## config.mk

```make
export PLATFORM = sky130hd
export DESIGN_NAME = fifo_stream_reader_flat
export DESIGN_NICKNAME = d
export VERILOG_FILES = /design/src/rtl/fifo_stream_reader_pkg.sv /design/src/rtl/fifo_stream_reader_if.sv /design/src/rtl/fifo_stream_reader_skid_buf3.sv /design/src/rtl/fifo_stream_reader.sv /design/src/flat_wrapper.sv
export SDC_FILE = /design/constraint.sdc
export NUM_CORES = 1
export LEC_CHECK = 0
export BUFFER_PORTS_ARGS = -buffer_cell sky130_fd_sc_hd__buf_2
export CAP_MARGIN = 20
export CORE_MARGIN = 2
export CORE_UTILIZATION = 25
export CTS_CLUSTER_SIZE = 20
export DETAILED_ROUTE_END_ITERATION = 10
export PLACE_DENSITY_LB_ADDON = 0.1
export SLEW_MARGIN = 20
export SYNTH_ARGS = -nofsm -noshare
export SYNTH_HDL_FRONTEND = slang
export SYNTH_SLANG_ARGS = --single-unit
```

## constraint.sdc

```tcl
create_clock -name CLK -period 4.45 [get_ports CLK]
set_clock_uncertainty 0.15 [all_clocks]
set_input_delay 0.2225 -clock CLK [delete_from_list [all_inputs] [get_ports CLK]]
set_output_delay 0.2225 -clock CLK [all_outputs]
set_load 0.005 [all_outputs]
```

## src/rtl/fifo_stream_reader_pkg.sv

```systemverilog
// Shared constants and pointer helper for the async_fifo stream reader.
package fifo_stream_reader_pkg;

    localparam int DATW_DEF = 32;
    localparam int CNTW_DEF = 32;
    localparam int DEPTH    = 3;

    typedef logic [1:0] ptr_t;
    typedef logic [1:0] occ_t;

    // Circular pointer over DEPTH slots: 0 -> 1 -> 2 -> 0.
    function automatic ptr_t ptr_inc(input ptr_t p);
        return (p == ptr_t'(DEPTH - 1)) ? ptr_t'(0) : p + 2'd1;
    endfunction

endpackage

```

## src/rtl/fifo_stream_reader_if.sv

```systemverilog
// FIFO read side plus valid/ready output stream of fifo_stream_reader.
interface fifo_stream_reader_if
    import fifo_stream_reader_pkg::*;
#(
    parameter int DATW = DATW_DEF,
    parameter int CNTW = CNTW_DEF
) ();

    logic            fifo_empty;
    logic [DATW-1:0] fifo_dout;
    logic            fifo_read;
    logic [DATW-1:0] dot;
    logic            dot_valid;
    logic            dot_ready;
    logic [CNTW-1:0] dlv_cnt;

    modport master (
        input  fifo_empty, fifo_dout, dot_ready,
        output fifo_read, dot, dot_valid, dlv_cnt
    );

    modport slave (
        output fifo_empty, fifo_dout, dot_ready,
        input  fifo_read, dot, dot_valid, dlv_cnt
    );

endinterface

```

## src/rtl/fifo_stream_reader_skid_buf3.sv

```systemverilog
// Three-entry circular skid buffer; output holds the last popped word when empty.
module skid_buf3
    import fifo_stream_reader_pkg::*;
#(
    parameter int DATW = DATW_DEF
) (
    input  logic            clk_i,
    input  logic            rst_i,
    input  logic            push_i,
    input  logic [DATW-1:0] din_i,
    input  logic            pop_i,
    output logic [DATW-1:0] dout_o,
    output occ_t            occ_o
);

    logic [DATW-1:0] mem_q [DEPTH];
    logic [DATW-1:0] last_q, last_d;
    ptr_t            head_q, head_d;
    ptr_t            tail_q, tail_d;
    occ_t            occ_q, occ_d;
    logic            do_pop;

    assign do_pop = pop_i && (occ_q != '0);

    always_comb begin
        head_d = head_q;
        tail_d = tail_q;
        last_d = last_q;
        if (push_i) begin
            tail_d = ptr_inc(tail_q);
        end
        if (do_pop) begin
            head_d = ptr_inc(head_q);
            last_d = mem_q[head_q];
        end
        unique case ({push_i, do_pop})
            2'b10:   occ_d = occ_q + 2'd1;
            2'b01:   occ_d = occ_q - 2'd1;
            default: occ_d = occ_q;
        endcase
    end

    always_ff @(posedge clk_i) begin
        if (rst_i) begin
            head_q <= '0;
            tail_q <= '0;
            occ_q  <= '0;
            last_q <= '0;
        end else begin
            head_q <= head_d;
            tail_q <= tail_d;
            occ_q  <= occ_d;
            last_q <= last_d;
            if (push_i) begin
                assert (occ_q != 2'd3);
            end
        end
    end

    // Storage needs no reset: it is only visible while occupancy is non-zero.
    always_ff @(posedge clk_i) begin
        if (push_i) begin
            mem_q[tail_q] <= din_i;
        end
    end

    assign dout_o = (occ_q != '0) ? mem_q[head_q] : last_q;
    assign occ_o  = occ_q;

endmodule

```

## src/rtl/fifo_stream_reader.sv

```systemverilog
// Read-side consumer of async_fifo: issues reads, buffers, streams, counts.
module fifo_stream_reader
    import fifo_stream_reader_pkg::*;
#(
    parameter int DATW = DATW_DEF,
    parameter int CNTW = CNTW_DEF
) (
    input  logic                 CLK,
    input  logic                 RST,
    fifo_stream_reader_if.master bus
);

    logic            inflt_q, inflt_d;
    logic [CNTW-1:0] cnt_q, cnt_d;
    occ_t            occ;
    logic [2:0]      fill;
    logic            rd;
    logic            pop;
    logic            valid;
    logic [DATW-1:0] head_data;

    assign fill  = {1'b0, occ} + {2'b00, inflt_q};
    // Read issue sees only the FIFO flag and local state, never dot_ready.
    assign rd    = !RST && !bus.fifo_empty && (fill < 3'(DEPTH));
    assign valid = (occ != '0);
    assign pop   = valid && bus.dot_ready;

    always_comb begin
        inflt_d = rd;
        cnt_d   = pop ? cnt_q + CNTW'(1) : cnt_q;
    end

    always_ff @(posedge CLK) begin
        if (RST) begin
            inflt_q <= 1'b0;
            cnt_q   <= '0;
        end else begin
            inflt_q <= inflt_d;
            cnt_q   <= cnt_d;
        end
    end

    skid_buf3 #(
        .DATW (DATW)
    ) u_buf (
        .clk_i  (CLK),
        .rst_i  (RST),
        .push_i (inflt_q),
        .din_i  (bus.fifo_dout),
        .pop_i  (pop),
        .dout_o (head_data),
        .occ_o  (occ)
    );

    assign bus.fifo_read = rd;
    assign bus.dot       = head_data;
    assign bus.dot_valid = valid;
    assign bus.dlv_cnt   = cnt_q;

endmodule

```

## src/flat_wrapper.sv

```systemverilog
// flat-port wrapper written by rule: the top's interface ports become plain ports
module fifo_stream_reader_flat import fifo_stream_reader_pkg::*;
#(
    parameter int DATW = DATW_DEF,
    parameter int CNTW = CNTW_DEF
)
  (CLK, RST, bus_fifo_empty, bus_fifo_dout, bus_dot_ready, bus_fifo_read, bus_dot, bus_dot_valid, bus_dlv_cnt);
  fifo_stream_reader_if #(.DATW(DATW), .CNTW(CNTW)) bus_i ();
  input  logic CLK;
  input  logic RST;
  input wire logic [$bits(bus_i.fifo_empty)-1:0] bus_fifo_empty;
  input wire logic [$bits(bus_i.fifo_dout)-1:0] bus_fifo_dout;
  input wire logic [$bits(bus_i.dot_ready)-1:0] bus_dot_ready;
  output wire logic [$bits(bus_i.fifo_read)-1:0] bus_fifo_read;
  output wire logic [$bits(bus_i.dot)-1:0] bus_dot;
  output wire logic [$bits(bus_i.dot_valid)-1:0] bus_dot_valid;
  output wire logic [$bits(bus_i.dlv_cnt)-1:0] bus_dlv_cnt;
  assign bus_i.fifo_empty = bus_fifo_empty;
  assign bus_i.fifo_dout = bus_fifo_dout;
  assign bus_i.dot_ready = bus_dot_ready;
  assign bus_fifo_read = bus_i.fifo_read;
  assign bus_dot = bus_i.dot;
  assign bus_dot_valid = bus_i.dot_valid;
  assign bus_dlv_cnt = bus_i.dlv_cnt;
  fifo_stream_reader #(.DATW(DATW), .CNTW(CNTW)) u_core (.CLK(CLK), .RST(RST), .bus(bus_i));
endmodule
```

==> metrics.json, run 1 <==
{
  "run_status": {"value": "finished clean"},
  "dr_total_vias": {"value": 5151},
  "die_h": {"value": 171.2, "unit": "um"},
  "cts-resized-gates": {"value": 0},
  "dp.final_hpwl": {"value": 10810, "unit": "um"},
  "timing_worst_slew_pin_value": {"value": 0.9985, "unit": "ns"},
  "timing_worst_setup_path_type": {"value": "reg2out"},
  "post-route-period-util": {"value": 0.6469},
  "post_cts.repair.setup_buffers": {"value": 0},
  "floorplan.die.width": {"value": 171.2, "unit": "um"},
  "seq_area_frac_synth": {"value": 0.6216},
  "total_power_consumption_of_the_routed_design": {"value": 0.004381, "unit": "W"},
  "detail_route.first_pass.iterations": {"value": 5},
  "postSynthCellCount": {"value": 662},
  "via_count_of_the_first_global_routing_pass": {"value": 5109},
  "critPathMaxFanout": {"value": 7},
  "crit_path_max_incr_delay": {"value": 0.83, "unit": "ns"},
  "cp.arrival": {"value": 2.51, "unit": "ns"},
  "worst_setup_path_end_kind": {"value": "primary output"},
  "clkSinkCount": {"value": 169},
  "grt_max_degree": {"value": 72},
  "cell_at_the_slowest_stage_of_the_critical_path": {"value": "sky130_fd_sc_hd__a2111oi_0"},
  "floorplan.io_pins": {"value": 102},
  "post-synth-top-area-cell": {"value": "sky130_fd_sc_hd__edfxtp_1"},
  "timing_max_transition_violations_final": {"value": 0},
  "final-setup-viol-count": {"value": 0},
  "yosys.cell_count.top_type": {"value": "sky130_fd_sc_hd__edfxtp_1"},
  "power.ir.vdd_worst": {"value": 252.0, "unit": "uV"},
  "hold_path.class": {"value": "in2reg"},
  "groute.usage.overall": {"value": 0.1242},
  "grt_first_pass_wirelength": {"value": 27380, "unit": "um"},
  "rsz0062_at_grt": {"value": "no"},
  "std_cell_rows": {"value": 61},
  "post_route_cells_drive_above_1_share": {"value": 0.1910},
  "final_util": {"value": 0.3196},
  "final.setup.tns": {"value": 0, "unit": "ns"},
  "post_drt_via_cell_ratio": {"value": 4.380},
  "synthArstFlopShare": {"value": 0},
  "ys_top_cells_by_count": {"value": "sky130_fd_sc_hd__edfxtp_1, sky130_fd_sc_hd__nand2_1, sky130_fd_sc_hd__nor2_1, sky130_fd_sc_hd__dfxtp_1, sky130_fd_sc_hd__o21ai_0"},
  "ys_ff_latch": {"value": 169},
  "routedWlPerCell": {"value": 15.07, "unit": "um"},
  "synth-main-ff-cell": {"value": "sky130_fd_sc_hd__edfxtp_1"},
  "clkLatencyLatePin": {"value": 0.42, "unit": "ns"},
  "mappedNetlistArea": {"value": 6989, "unit": "um^2"},
  "hold_violations": {"value": 0},
  "synth_edf_count": {"value": 96},
  "critical_path.startpoint_type": {"value": "flop"},
  "fp.dieArea": {"value": 29310, "unit": "um^2"},
  "n_fill_cell": {"value": 2880},
  "ant_nets": {"value": 0},
  "cts_buffers": {"value": 17},
  "flow.area_growth_from_synthesis": {"value": 26.33, "unit": "%"},
  "maxCapViolations": {"value": 0},
  "dominant_delay_contributor_by_cell_family_on_the_critical_path": {"value": "compound AO/OA/AOI/OAI gates"},
  "overflow": {"value": 0},
  "maximum_buffer_depth_of_the_clock_tree": {"value": 2},
  "route.final.wire_length": {"value": 17720, "unit": "um"},
  "p_leak": {"value": 3.134, "unit": "nW"},
  "worst-endpoint-required": {"value": 4.08, "unit": "ns"},
  "post_synth_main_area_contributors": {"value": "sky130_fd_sc_hd__edfxtp_1, sky130_fd_sc_hd__dfxtp_1, sky130_fd_sc_hd__o21ai_0"},
  "cts_tree": {"value": "yes"},
  "place_congestion": {"value": 0.7305},
  "synth_top_area_frac": {"value": 0.4125},
  "grt_antenna_before_repair": {"value": 2},
  "drt-initial-drc-count": {"value": 228},
  "yosys_warnings": {"value": 0},
  "clk_pin_slew": {"value": 0.07, "unit": "ns"},
  "syn_nets": {"value": 702},
  "timing.final.crit_period": {"value": 2.879, "unit": "ns"},
  "placed_cell_area": {"value": 7906, "unit": "um^2"},
  "timing.fmax": {"value": 0.3474, "unit": "GHz"},
  "netlist-cell-type-count": {"value": 33},
  "drt_drc_violations_left": {"value": 0},
  "final_nets": {"value": 823},
  "io_buffer_count": {"value": 101},
  "stdcell_area": {"value": 8830, "unit": "um^2"},
  "synthesis.area_per_instance": {"value": 10.56, "unit": "um^2"},
  "clock_root_buffer_master": {"value": "sky130_fd_sc_hd__clkbuf_16"},
  "core_region_area": {"value": 27630, "unit": "um^2"},
  "crit_buf_inv": {"value": 1},
  "slew-limit-headroom": {"value": 0.3328},
  "cts_htree_levels": {"value": 4},
  "power_per_cell_area": {"value": 496.1, "unit": "nW/um^2"},
  "critical_path.cell_chain": {"value": "ha_1, ha_1, a2111oi_0, buf_2"},
  "initial_utilization": {"value": 0.2530},
  "critPathMostFrequentCell": {"value": "sky130_fd_sc_hd__ha_1"}
}
==> cells in the final DEF (no fill, tap or decap), drive strengths merged <==
master       count
a2111oi          2
a21oi           60
and2            32
and4             2
buf            111
bufinv           2
clkbuf          18
clkinv           4
clkinvlp         1
dfxtp           73
diode            2
dlygate4sd3     33
edfxtp          96
ha               4
inv             17
mux2i           32
nand2           80
nand3            8
nand3b           1
nand4            5
nor2            80
nor3             6
nor4             1
o2111a           1
o2111ai          1
o21ai           73
o31ai           15
or2              1
or3              8
or4             18
xnor2            8
xor2             3
==> power by group <==
part | switching (W) | total, W | internal (W)
Clock | 0.000658 | 0.00150 | 0.000844
Combinational | 0.000617 | 0.000995 | 0.000378
Sequential | 0.000113 | 0.00188 | 0.00177
==> area by class of cell <==
cell class,count,area [um^2],area share
Sequential cell,169,4347,0.4923
Multi-Input combinational cell,441,2469,0.2796
Timing Repair Buffer,144,910.9,0.1032
Tap cell,378,473.0,0.05356
Clock buffer,18,429.2,0.04860
Clock inverter,14,158.9,0.01800
Inverter,10,37.54,0.004251
Antenna cell,2,5.005,0.0005668
==> flip-flops by register name, summed over array words and instances, names as in the netlist, named ones only <==
name,flops
u_core.bus.dlv_cnt,32
u_core.u_buf.mem_q,96
u_core.u_buf.head_q,2
u_core.inflt_q,1
u_core.u_buf.last_q,32
u_core.u_buf.occ_o,2
u_core.u_buf.tail_q,2
==> cell families after synthesis <==
family / Yosys count / synth area share
and+or+nand+nor: 242 / 0.1642
DFF: 169 / 0.6216
AOI/OAI and AO/OA: 152 / 0.1173
buffers and inverters: 52 / 0.03025
muxes: 32 / 0.04583
xor gates and xnor gates: 11 / 0.01379
adders and majority gates: 4 / 0.007161
==> worst register-to-register path, cell delays in order (launching register included) <==
cell	delay [ns]
sky130_fd_sc_hd__dfxtp_1	0.43
sky130_fd_sc_hd__o21ai_4	0.57
sky130_fd_sc_hd__clkinv_1	0.15
sky130_fd_sc_hd__buf_4	0.30
sky130_fd_sc_hd__ha_1	0.38
sky130_fd_sc_hd__or3_1	0.35
sky130_fd_sc_hd__a21oi_1	0.14
==> path summary, 6_finish.rpt <==
path,slack [ns],endpoint,cells after the start,from
worst min-delay path,0.17,u_core.bus.dlv_cnt[3]$_SDFFE_PP0P_,5,bus_dot_ready
worst max register to register,1.91,u_core.u_buf.occ_o[1]$_SDFFE_PP0P_,6,u_core.u_buf.occ_o[0]$_SDFFE_PP0P_
worst min register to register,0.31,u_core.u_buf.last_q[25]$_SDFFE_PP0N_,2,u_core.u_buf.last_q[25]$_SDFFE_PP0N_
worst max-delay path,1.57,bus_fifo_read,4,u_core.u_buf.occ_o[0]$_SDFFE_PP0P_
==> timing repair <==
item                       4_1_cts  5_1_grt
hold buffers                    33        0
hold endpoints to repair        97        0
setup endpoints to repair        0        0
==> metrics by stage <==
step                worst slack [ns]  hold slack [ns]  instances
detailed placement             1.879           0.2768       1109
global route                   1.461           0.2064       1176
global placement               1.859           0.2735       1109
finish                         1.571           0.1702       1176
floorplan                      1.113           0.1622        662
CTS                            1.487           0.1575       1174
==> layer usage <==
layer | routed length (um) | GRT usage
met1 | 8001 | 0.1521
met2 | 8750 | 0.2144
met3 | 739 | 0.02784
met4 | 233 | 0.04458
met5 | 0 | 0
No activity file was read; power rests on OpenSTA's default activity.
==> run 2: changes to the inputs <==
==> constraint.sdc (replaced) <==
create_clock -name CLK -period 2.6 [get_ports CLK]
set_clock_uncertainty 0.15 [all_clocks]
set_input_delay 0.13 -clock CLK [delete_from_list [all_inputs] [get_ports CLK]]
set_output_delay 0.13 -clock CLK [all_outputs]
set_load 0.005 [all_outputs]
==> run 2 against run 1 <==
Net effect: wire length rose by 0.59%; worst setup slack got worse by 1.4 ns; first-iteration DRC count up 23%; cell count increased by 0.26%; sequential share of layout area down 0.57 points; global-route usage rose by 0.12 points; critical path type unchanged; largest power group unchanged; cell area grew 1.2%; die area is the same; core utilization rose by 0.38 points; clock-buffer cell count decreased by 1.
==> metrics.json, run 2 (synthesis results as in run 1) <==
{
  "worstReg2RegEnd": {"value": "u_core.bus.dlv_cnt[17]$_SDFFE_PP0P_"},
  "timing_worst_slew_pin_value": {"value": 0.5807, "unit": "ns"},
  "io_buffer_count": {"value": 101},
  "cp.arrival": {"value": 2.11, "unit": "ns"},
  "min_delay_worst_endpoint": {"value": "u_core.u_buf.tail_q[1]$_SDFFE_PP0P_"},
  "overflow": {"value": 0},
  "ant_nets": {"value": 0},
  "worst_setup_path_end_kind": {"value": "primary output"},
  "mostFrequentLayoutCells": {"value": "sky130_fd_sc_hd__buf_2, sky130_fd_sc_hd__edfxtp_1, sky130_fd_sc_hd__nand2_1"},
  "source_of_the_worst_register_to_register_timing_path": {"value": "u_core.u_buf.occ_o[0]$_SDFFE_PP0P_"},
  "largest_register_ffs": {"value": 96},
  "final.setup.tns": {"value": 0, "unit": "ns"},
  "maxCapViolations": {"value": 0},
  "grt_max_degree": {"value": 52},
  "via_count_of_the_first_global_routing_pass": {"value": 5040},
  "floorplan.io_pins": {"value": 102},
  "hold-worst-slack": {"value": 0.05802, "unit": "ns"},
  "post_route_cells_drive_above_1_share": {"value": 0.1927},
  "drt-initial-drc-count": {"value": 281},
  "dr_total_vias": {"value": 5162},
  "maximum_buffer_depth_of_the_clock_tree": {"value": 2},
  "rsz0062_at_grt": {"value": "no"},
  "run_status": {"value": "finished clean"},
  "reg2reg_slack": {"value": 0.29, "unit": "ns"},
  "routedWlPerCell": {"value": 15.12, "unit": "um"},
  "final-setup-viol-count": {"value": 0},
  "clock_root_buffer_master": {"value": "sky130_fd_sc_hd__clkbuf_16"},
  "slew-limit-headroom": {"value": 0.6129},
  "cts_htree_levels": {"value": 4},
  "timing_worst_setup_path_type": {"value": "reg2out"},
  "clkSinkCount": {"value": 169},
  "die_h": {"value": 171.2, "unit": "um"},
  "cts-resized-gates": {"value": 0},
  "power.share.switching": {"value": 0.3118},
  "post-route-period-util": {"value": 0.9208},
  "flow.area_growth_from_synthesis": {"value": 27.82, "unit": "%"},
  "final_nets": {"value": 826},
  "detail_route.first_pass.iterations": {"value": 5},
  "cts_tree": {"value": "yes"},
  "drt_drc_violations_left": {"value": 0},
  "mostFrequentLayoutCell": {"value": "sky130_fd_sc_hd__buf_2"},
  "std_cell_rows": {"value": 61},
  "place_congestion": {"value": 0.7087},
  "internal-power": {"value": 0.005263, "unit": "W"},
  "r2r_cells": {"value": 5},
  "timing.hold.worst.start": {"value": "RST"},
  "clkLatencyLatePin": {"value": 0.42, "unit": "ns"},
  "dp.final_hpwl": {"value": 10760, "unit": "um"},
  "post_drt_via_cell_ratio": {"value": 4.378},
  "sequential_cell_area": {"value": 4347, "unit": "um^2"},
  "fp.dieArea": {"value": 29310, "unit": "um^2"},
  "critPathMaxFanout": {"value": 7},
  "critical_path.startpoint_type": {"value": "flop"},
  "registers.top_by_ff_count": {"value": "u_core.u_buf.mem_q"},
  "timing.fmax": {"value": 0.4177, "unit": "GHz"},
  "grt_first_pass_wirelength": {"value": 27540, "unit": "um"},
  "groute.usage.overall": {"value": 0.1254},
  "worst_hold_path.num_cells": {"value": 2},
  "initial_utilization": {"value": 0.2530},
  "clk_pin_slew": {"value": 0.06, "unit": "ns"},
  "grt_antenna_before_repair": {"value": 2},
  "p_leak": {"value": 3.175, "unit": "nW"},
  "p_comb_frac": {"value": 0.240},
  "p_seq_frac": {"value": 0.415},
  "hold_path.class": {"value": "in2reg"},
  "timing_max_transition_violations_final": {"value": 0},
  "power_per_cell_area": {"value": 856.1, "unit": "nW/um^2"},
  "clock_power_share": {"value": 0.345},
  "route.final.wire_length": {"value": 17830, "unit": "um"},
  "worst-endpoint-required": {"value": 2.32, "unit": "ns"},
  "hold_violations": {"value": 0},
  "floorplan.die.width": {"value": 171.2, "unit": "um"},
  "timing.final.crit_period": {"value": 2.394, "unit": "ns"},
  "worst_setup_path_startpoint": {"value": "u_core.u_buf.occ_o[0]$_SDFFE_PP0P_"},
  "core_region_area": {"value": 27630, "unit": "um^2"},
  "multi_input_gate_area_in_the_final_layout": {"value": 2475, "unit": "um^2"},
  "n_fill_cell": {"value": 2820},
  "total_switching_power": {"value": 0.002385, "unit": "W"},
  "cts_buffers": {"value": 17},
  "power.ir.vdd_worst": {"value": 446.9, "unit": "uV"}
}
run 2: through the flow:
step | setup slack (ns) | std cells | instance area, um^2 | util | power (W)
after global placement | 0.3352 | 1112 | 7985 | 0.2890 | 0.005077
after CTS | 0.1808 | 1177 | 8929 | 0.3232 | 0.007825
final | 0.2058 | 1179 | 8934 | 0.3233 | 0.007648
after detailed placement | 0.3127 | 1112 | 7985 | 0.2890 | 0.005101
after floorplan | 0.2134 | 662 | 6994 | - | 0.004221
after global routing | 0.08231 | 1179 | 8934 | 0.3233 | 0.008138
run 2: worst max path at each step:
| stage | to | slack, ns | cells after the start |
|---|---|---|---|
| 3_5_place_dp | u_core.bus.dlv_cnt[31]$_SDFFE_PP0P_ | 0.31 | 5 |
| 3_3_place_gp | u_core.bus.dlv_cnt[31]$_SDFFE_PP0P_ | 0.34 | 5 |
| 2_1_floorplan | u_core.u_buf.mem_q[1][0]$_DFFE_PP_ | 0.21 | 2 |
| 5_1_grt | bus_fifo_read | 0.08 | 4 |
| 6_report | bus_fifo_read | 0.21 | 4 |
| 4_1_cts | bus_fifo_read | 0.18 | 4 |
run 2: power by group through the flow:
stage	Clock, W	Sequential, W	Combinational [W]
4_1_cts	0.00274	0.00317	0.00191
6_report	0.00264	0.00317	0.00183
3_5_place_dp	0	0.00323	0.00187
2_1_floorplan	0	0.00316	0.00106
3_3_place_gp	0	0.00322	0.00186
5_1_grt	0.00285	0.00320	0.00209
run 2: routing by layer:
metal | track usage | part of all wire | up-vias | routed length (um)
met2 | 0.2188 | 0.49 | 98 | 8691
met4 | 0.03206 | 0.010 | 0 | 178
met1 | 0.1511 | 0.46 | 2460 | 8170
met5 | 0 | 0 | - | 0
met3 | 0.03728 | 0.044 | 12 | 787
li1 | - | - | 2592 | -
run 2: critical path, cell delays in order (launching register included):
cell and delay [ns]:
sky130_fd_sc_hd__dfxtp_1 0.58, sky130_fd_sc_hd__ha_1 0.23, sky130_fd_sc_hd__ha_1 0.23, sky130_fd_sc_hd__a2111oi_0 0.44, sky130_fd_sc_hd__buf_2 0.22
run 2: timing repair:
item | in CTS | in global routing
setup endpoints to repair | 0 | 0
setup buffers | 0 | 0
hold endpoints to repair | 97 | 0
hold buffers | 33 | 0
run 2: final cells by class:
type / instances / share of cell area
tap: 378 / 0.05294
sequential: 169 / 0.4866
multi-input combinational: 441 / 0.2770
clock inverter: 15 / 0.02101
antenna: 2 / 0.0005602
inverter: 10 / 0.004202
clock buffer: 17 / 0.04762
timing repair buffer: 147 / 0.1101
==> run 3: changes to the inputs <==
--- a/config.mk
+++ b/config.mk
@@ -7,6 +7,7 @@
 export LEC_CHECK = 0
 export BUFFER_PORTS_ARGS = -buffer_cell sky130_fd_sc_hd__buf_2
 export CAP_MARGIN = 20
+export CORE_ASPECT_RATIO = 1.1
 export CORE_MARGIN = 2
 export CORE_UTILIZATION = 25
 export CTS_CLUSTER_SIZE = 20
==> constraint.sdc (replaced) <==
create_clock -name CLK -period 2.6 [get_ports CLK]
set_clock_uncertainty 0.15 [all_clocks]
set_input_delay 0.13 -clock CLK [delete_from_list [all_inputs] [get_ports CLK]]
set_output_delay 0.13 -clock CLK [all_outputs]
set_load 0.02 [all_outputs]
==> run 3 against run 2 <==
Net effect: sequential power is essentially flat; register-to-register slack about the same; clock power down 2%; critical endpoint is now bus_dot[8].
==> metrics.json, run 3 (synthesis results as in run 1) <==
{
  "clkSinkCount": {"value": 169},
  "dr_total_vias": {"value": 5188},
  "clock_root_buffer_master": {"value": "sky130_fd_sc_hd__clkbuf_16"},
  "cts_tree": {"value": "yes"},
  "post_route_cells_drive_above_1_share": {"value": 0.1970},
  "reg2reg_slack": {"value": 0.28, "unit": "ns"},
  "cp.arrival": {"value": 2.15, "unit": "ns"},
  "timing_max_transition_violations_final": {"value": 0},
  "initial_utilization": {"value": 0.2530},
  "clkLatencyLatePin": {"value": 0.42, "unit": "ns"},
  "detail_route.first_pass.iterations": {"value": 5},
  "std_cell_rows": {"value": 64},
  "crit_path_max_incr_delay": {"value": 0.70, "unit": "ns"},
  "rsz0062_at_grt": {"value": "no"},
  "crit_buf_inv": {"value": 2},
  "core_region_area": {"value": 27630, "unit": "um^2"},
  "worst_setup_path_end_kind": {"value": "primary output"},
  "flow.area_growth_from_synthesis": {"value": 27.68, "unit": "%"},
  "fin_ws": {"value": 0.1661, "unit": "ns"},
  "post_cts.repair.setup_buffers": {"value": 0},
  "timing.final.crit_period": {"value": 2.434, "unit": "ns"},
  "mostFrequentLayoutCell": {"value": "sky130_fd_sc_hd__buf_2"},
  "critPathMaxFanout": {"value": 30},
  "worstReg2RegEnd": {"value": "u_core.bus.dlv_cnt[28]$_SDFFE_PP0P_"},
  "clk_pin_slew": {"value": 0.07, "unit": "ns"},
  "power.share.switching": {"value": 0.3454},
  "final-instance-count-excl-fill": {"value": 1166},
  "final_nets": {"value": 829},
  "hold_path.class": {"value": "in2reg"},
  "drt-initial-drc-count": {"value": 339},
  "maximum_buffer_depth_of_the_clock_tree": {"value": 2},
  "internal-power": {"value": 0.005222, "unit": "W"},
  "die_h": {"value": 179.4, "unit": "um"},
  "route.final.wire_length": {"value": 17950, "unit": "um"},
  "timing.fmax": {"value": 0.4109, "unit": "GHz"},
  "clock_power_share": {"value": 0.324},
  "power_per_cell_area": {"value": 893.9, "unit": "nW/um^2"},
  "timing_worst_setup_path_type": {"value": "reg2out"},
  "drt_drc_violations_left": {"value": 0},
  "dp_slack": {"value": 0.3043, "unit": "ns"},
  "ant_nets": {"value": 0},
  "via_count_of_the_first_global_routing_pass": {"value": 5015},
  "cell_at_the_slowest_stage_of_the_critical_path": {"value": "sky130_fd_sc_hd__dfxtp_2"},
  "placedCellCount": {"value": 1099},
  "p_leak": {"value": 3.165, "unit": "nW"},
  "overflow": {"value": 0},
  "placed_cell_area": {"value": 7981, "unit": "um^2"},
  "fp.dieArea": {"value": 29310, "unit": "um^2"},
  "timing.hold.worst.start": {"value": "bus_dot_ready"},
  "source_of_the_worst_register_to_register_timing_path": {"value": "u_core.bus.dlv_cnt[0]$_SDFFE_PP0P_"},
  "cts_htree_levels": {"value": 4},
  "grt_max_degree": {"value": 47},
  "critical_path.startpoint_type": {"value": "flop"},
  "post_drt_via_cell_ratio": {"value": 4.449},
  "grt_first_pass_wirelength": {"value": 27260, "unit": "um"},
  "critical_path.cell_chain": {"value": "buf_4, and2_1, nor2_1, o21ai_0, buf_2"},
  "min_delay_worst_endpoint": {"value": "u_core.bus.dlv_cnt[3]$_SDFFE_PP0P_"},
  "place_congestion": {"value": 0.7046},
  "cts_buffers": {"value": 17},
  "timing_worst_slew_pin_value": {"value": 0.5861, "unit": "ns"},
  "run_status": {"value": "finished clean"},
  "worst-endpoint-required": {"value": 2.32, "unit": "ns"},
  "registers.top_by_ff_count": {"value": "u_core.u_buf.mem_q"},
  "groute.usage.overall": {"value": 0.1233},
  "total_switching_power": {"value": 0.002755, "unit": "W"},
  "io_buffer_count": {"value": 101},
  "floorplan.die.width": {"value": 163.4, "unit": "um"},
  "final_util": {"value": 0.3230},
  "final-setup-viol-count": {"value": 0},
  "final.setup.tns": {"value": 0, "unit": "ns"},
  "dominant_delay_contributor_by_cell_family_on_the_critical_path": {"value": "flip-flops"},
  "slew-limit-headroom": {"value": 0.6092},
  "routedWlPerCell": {"value": 15.39, "unit": "um"},
  "stdcell_area": {"value": 8924, "unit": "um^2"},
  "dp.final_hpwl": {"value": 10960, "unit": "um"},
  "p_comb_frac": {"value": 0.280},
  "power.ir.vdd_worst": {"value": 353.3, "unit": "uV"},
  "mostFrequentLayoutCells": {"value": "sky130_fd_sc_hd__buf_2, sky130_fd_sc_hd__edfxtp_1, sky130_fd_sc_hd__nand2_1"},
  "floorplan.io_pins": {"value": 102},
  "worst_hold_path.num_cells": {"value": 5},
  "grt_antenna_before_repair": {"value": 1},
  "r2r_cells": {"value": 5},
  "largest_register_ffs": {"value": 96},
  "maxCapViolations": {"value": 0},
  "p_seq_frac": {"value": 0.396},
  "post-route-period-util": {"value": 0.9361},
  "hold_violations": {"value": 0}
}
[run 3: cell count changes in the layout (fill, tap and decap cells not counted), sizes merged]
cell / before / now
inv: 16 / 15
buf: 114 / 116
clkinvlp: 1 / 5
diode: 2 / 1
bufinv: 3 / 2
clkinv: 5 / 2
clkbuf: 17 / 18
dlygate4sd3: 33 / 34
[run 3: worst max path at each step]
stage                                                endpoint  cells after the start                                start
after global routing                               bus_dot[8]                      5                                 flop
after global placement    u_core.bus.dlv_cnt[31]$_SDFFE_PP0P_                      5   u_core.u_buf.occ_o[1]$_SDFFE_PP0P_
after floorplan            u_core.u_buf.mem_q[1][0]$_DFFE_PP_                      2  u_core.u_buf.tail_q[0]$_SDFFE_PP0P_
final                                              bus_dot[8]                      5                                 flop
after detailed placement  u_core.bus.dlv_cnt[28]$_SDFFE_PP0P_                      5   u_core.bus.dlv_cnt[0]$_SDFFE_PP0P_
after CTS                                       bus_fifo_read                      6   u_core.u_buf.occ_o[0]$_SDFFE_PP0P_
[run 3: repair_timing]
action	4_1_cts	5_1_grt
hold buffers	34	0
setup endpoints to repair	0	1
hold endpoints to repair	107	0
gates resized for setup	0	1
[run 3: power by group through the flow]
| stage | clock (W) | combinational (W) | sequential (W) |
|---|---|---|---|
| 2_1_floorplan | 0 | 0.00140 | 0.00317 |
| 3_3_place_gp | 0 | 0.00225 | 0.00321 |
| 3_5_place_dp | 0 | 0.00225 | 0.00322 |
| 4_1_cts | 0.00265 | 0.00230 | 0.00316 |
| 5_1_grt | 0.00276 | 0.00248 | 0.00318 |
| 6_report | 0.00258 | 0.00223 | 0.00316 |
[run 3: cell type report]
cell class	instances	area, um^2
antenna	1	2.502
clock buffer	18	439.2
clock inverter	14	158.9
fill	2834	18700
inverter	10	37.54
multi-input combinational	441	2476
sequential	169	4347
tap	363	454.2
timing repair buffer	150	1008
[run 3: worst min-delay path: stages]
cell and delay [ns]:
sky130_fd_sc_hd__buf_2 0.13, sky130_fd_sc_hd__o2111a_1 0.15, sky130_fd_sc_hd__nand2_1 0.08, sky130_fd_sc_hd__xor2_1 0.06
sky130_fd_sc_hd__nor2_1 0.07
[run 3: per-layer routing]
layer,track usage,up-vias,share of wire
met5,0,-,0
met4,0.03835,0,0.013
met3,0.03061,20,0.036
met2,0.2157,106,0.48
met1,0.1494,2456,0.47
li1,-,2606,-
[run 3: through the flow]
stage | hold slack (ns) | total power (W)
2_1_floorplan | 0.06969 | 0.004576
3_3_place_gp | 0.1752 | 0.005455
3_5_place_dp | 0.1833 | 0.005472
4_1_cts | 0.07238 | 0.008115
5_1_grt | 0.1165 | 0.008419
6_report | 0.08901 | 0.007977
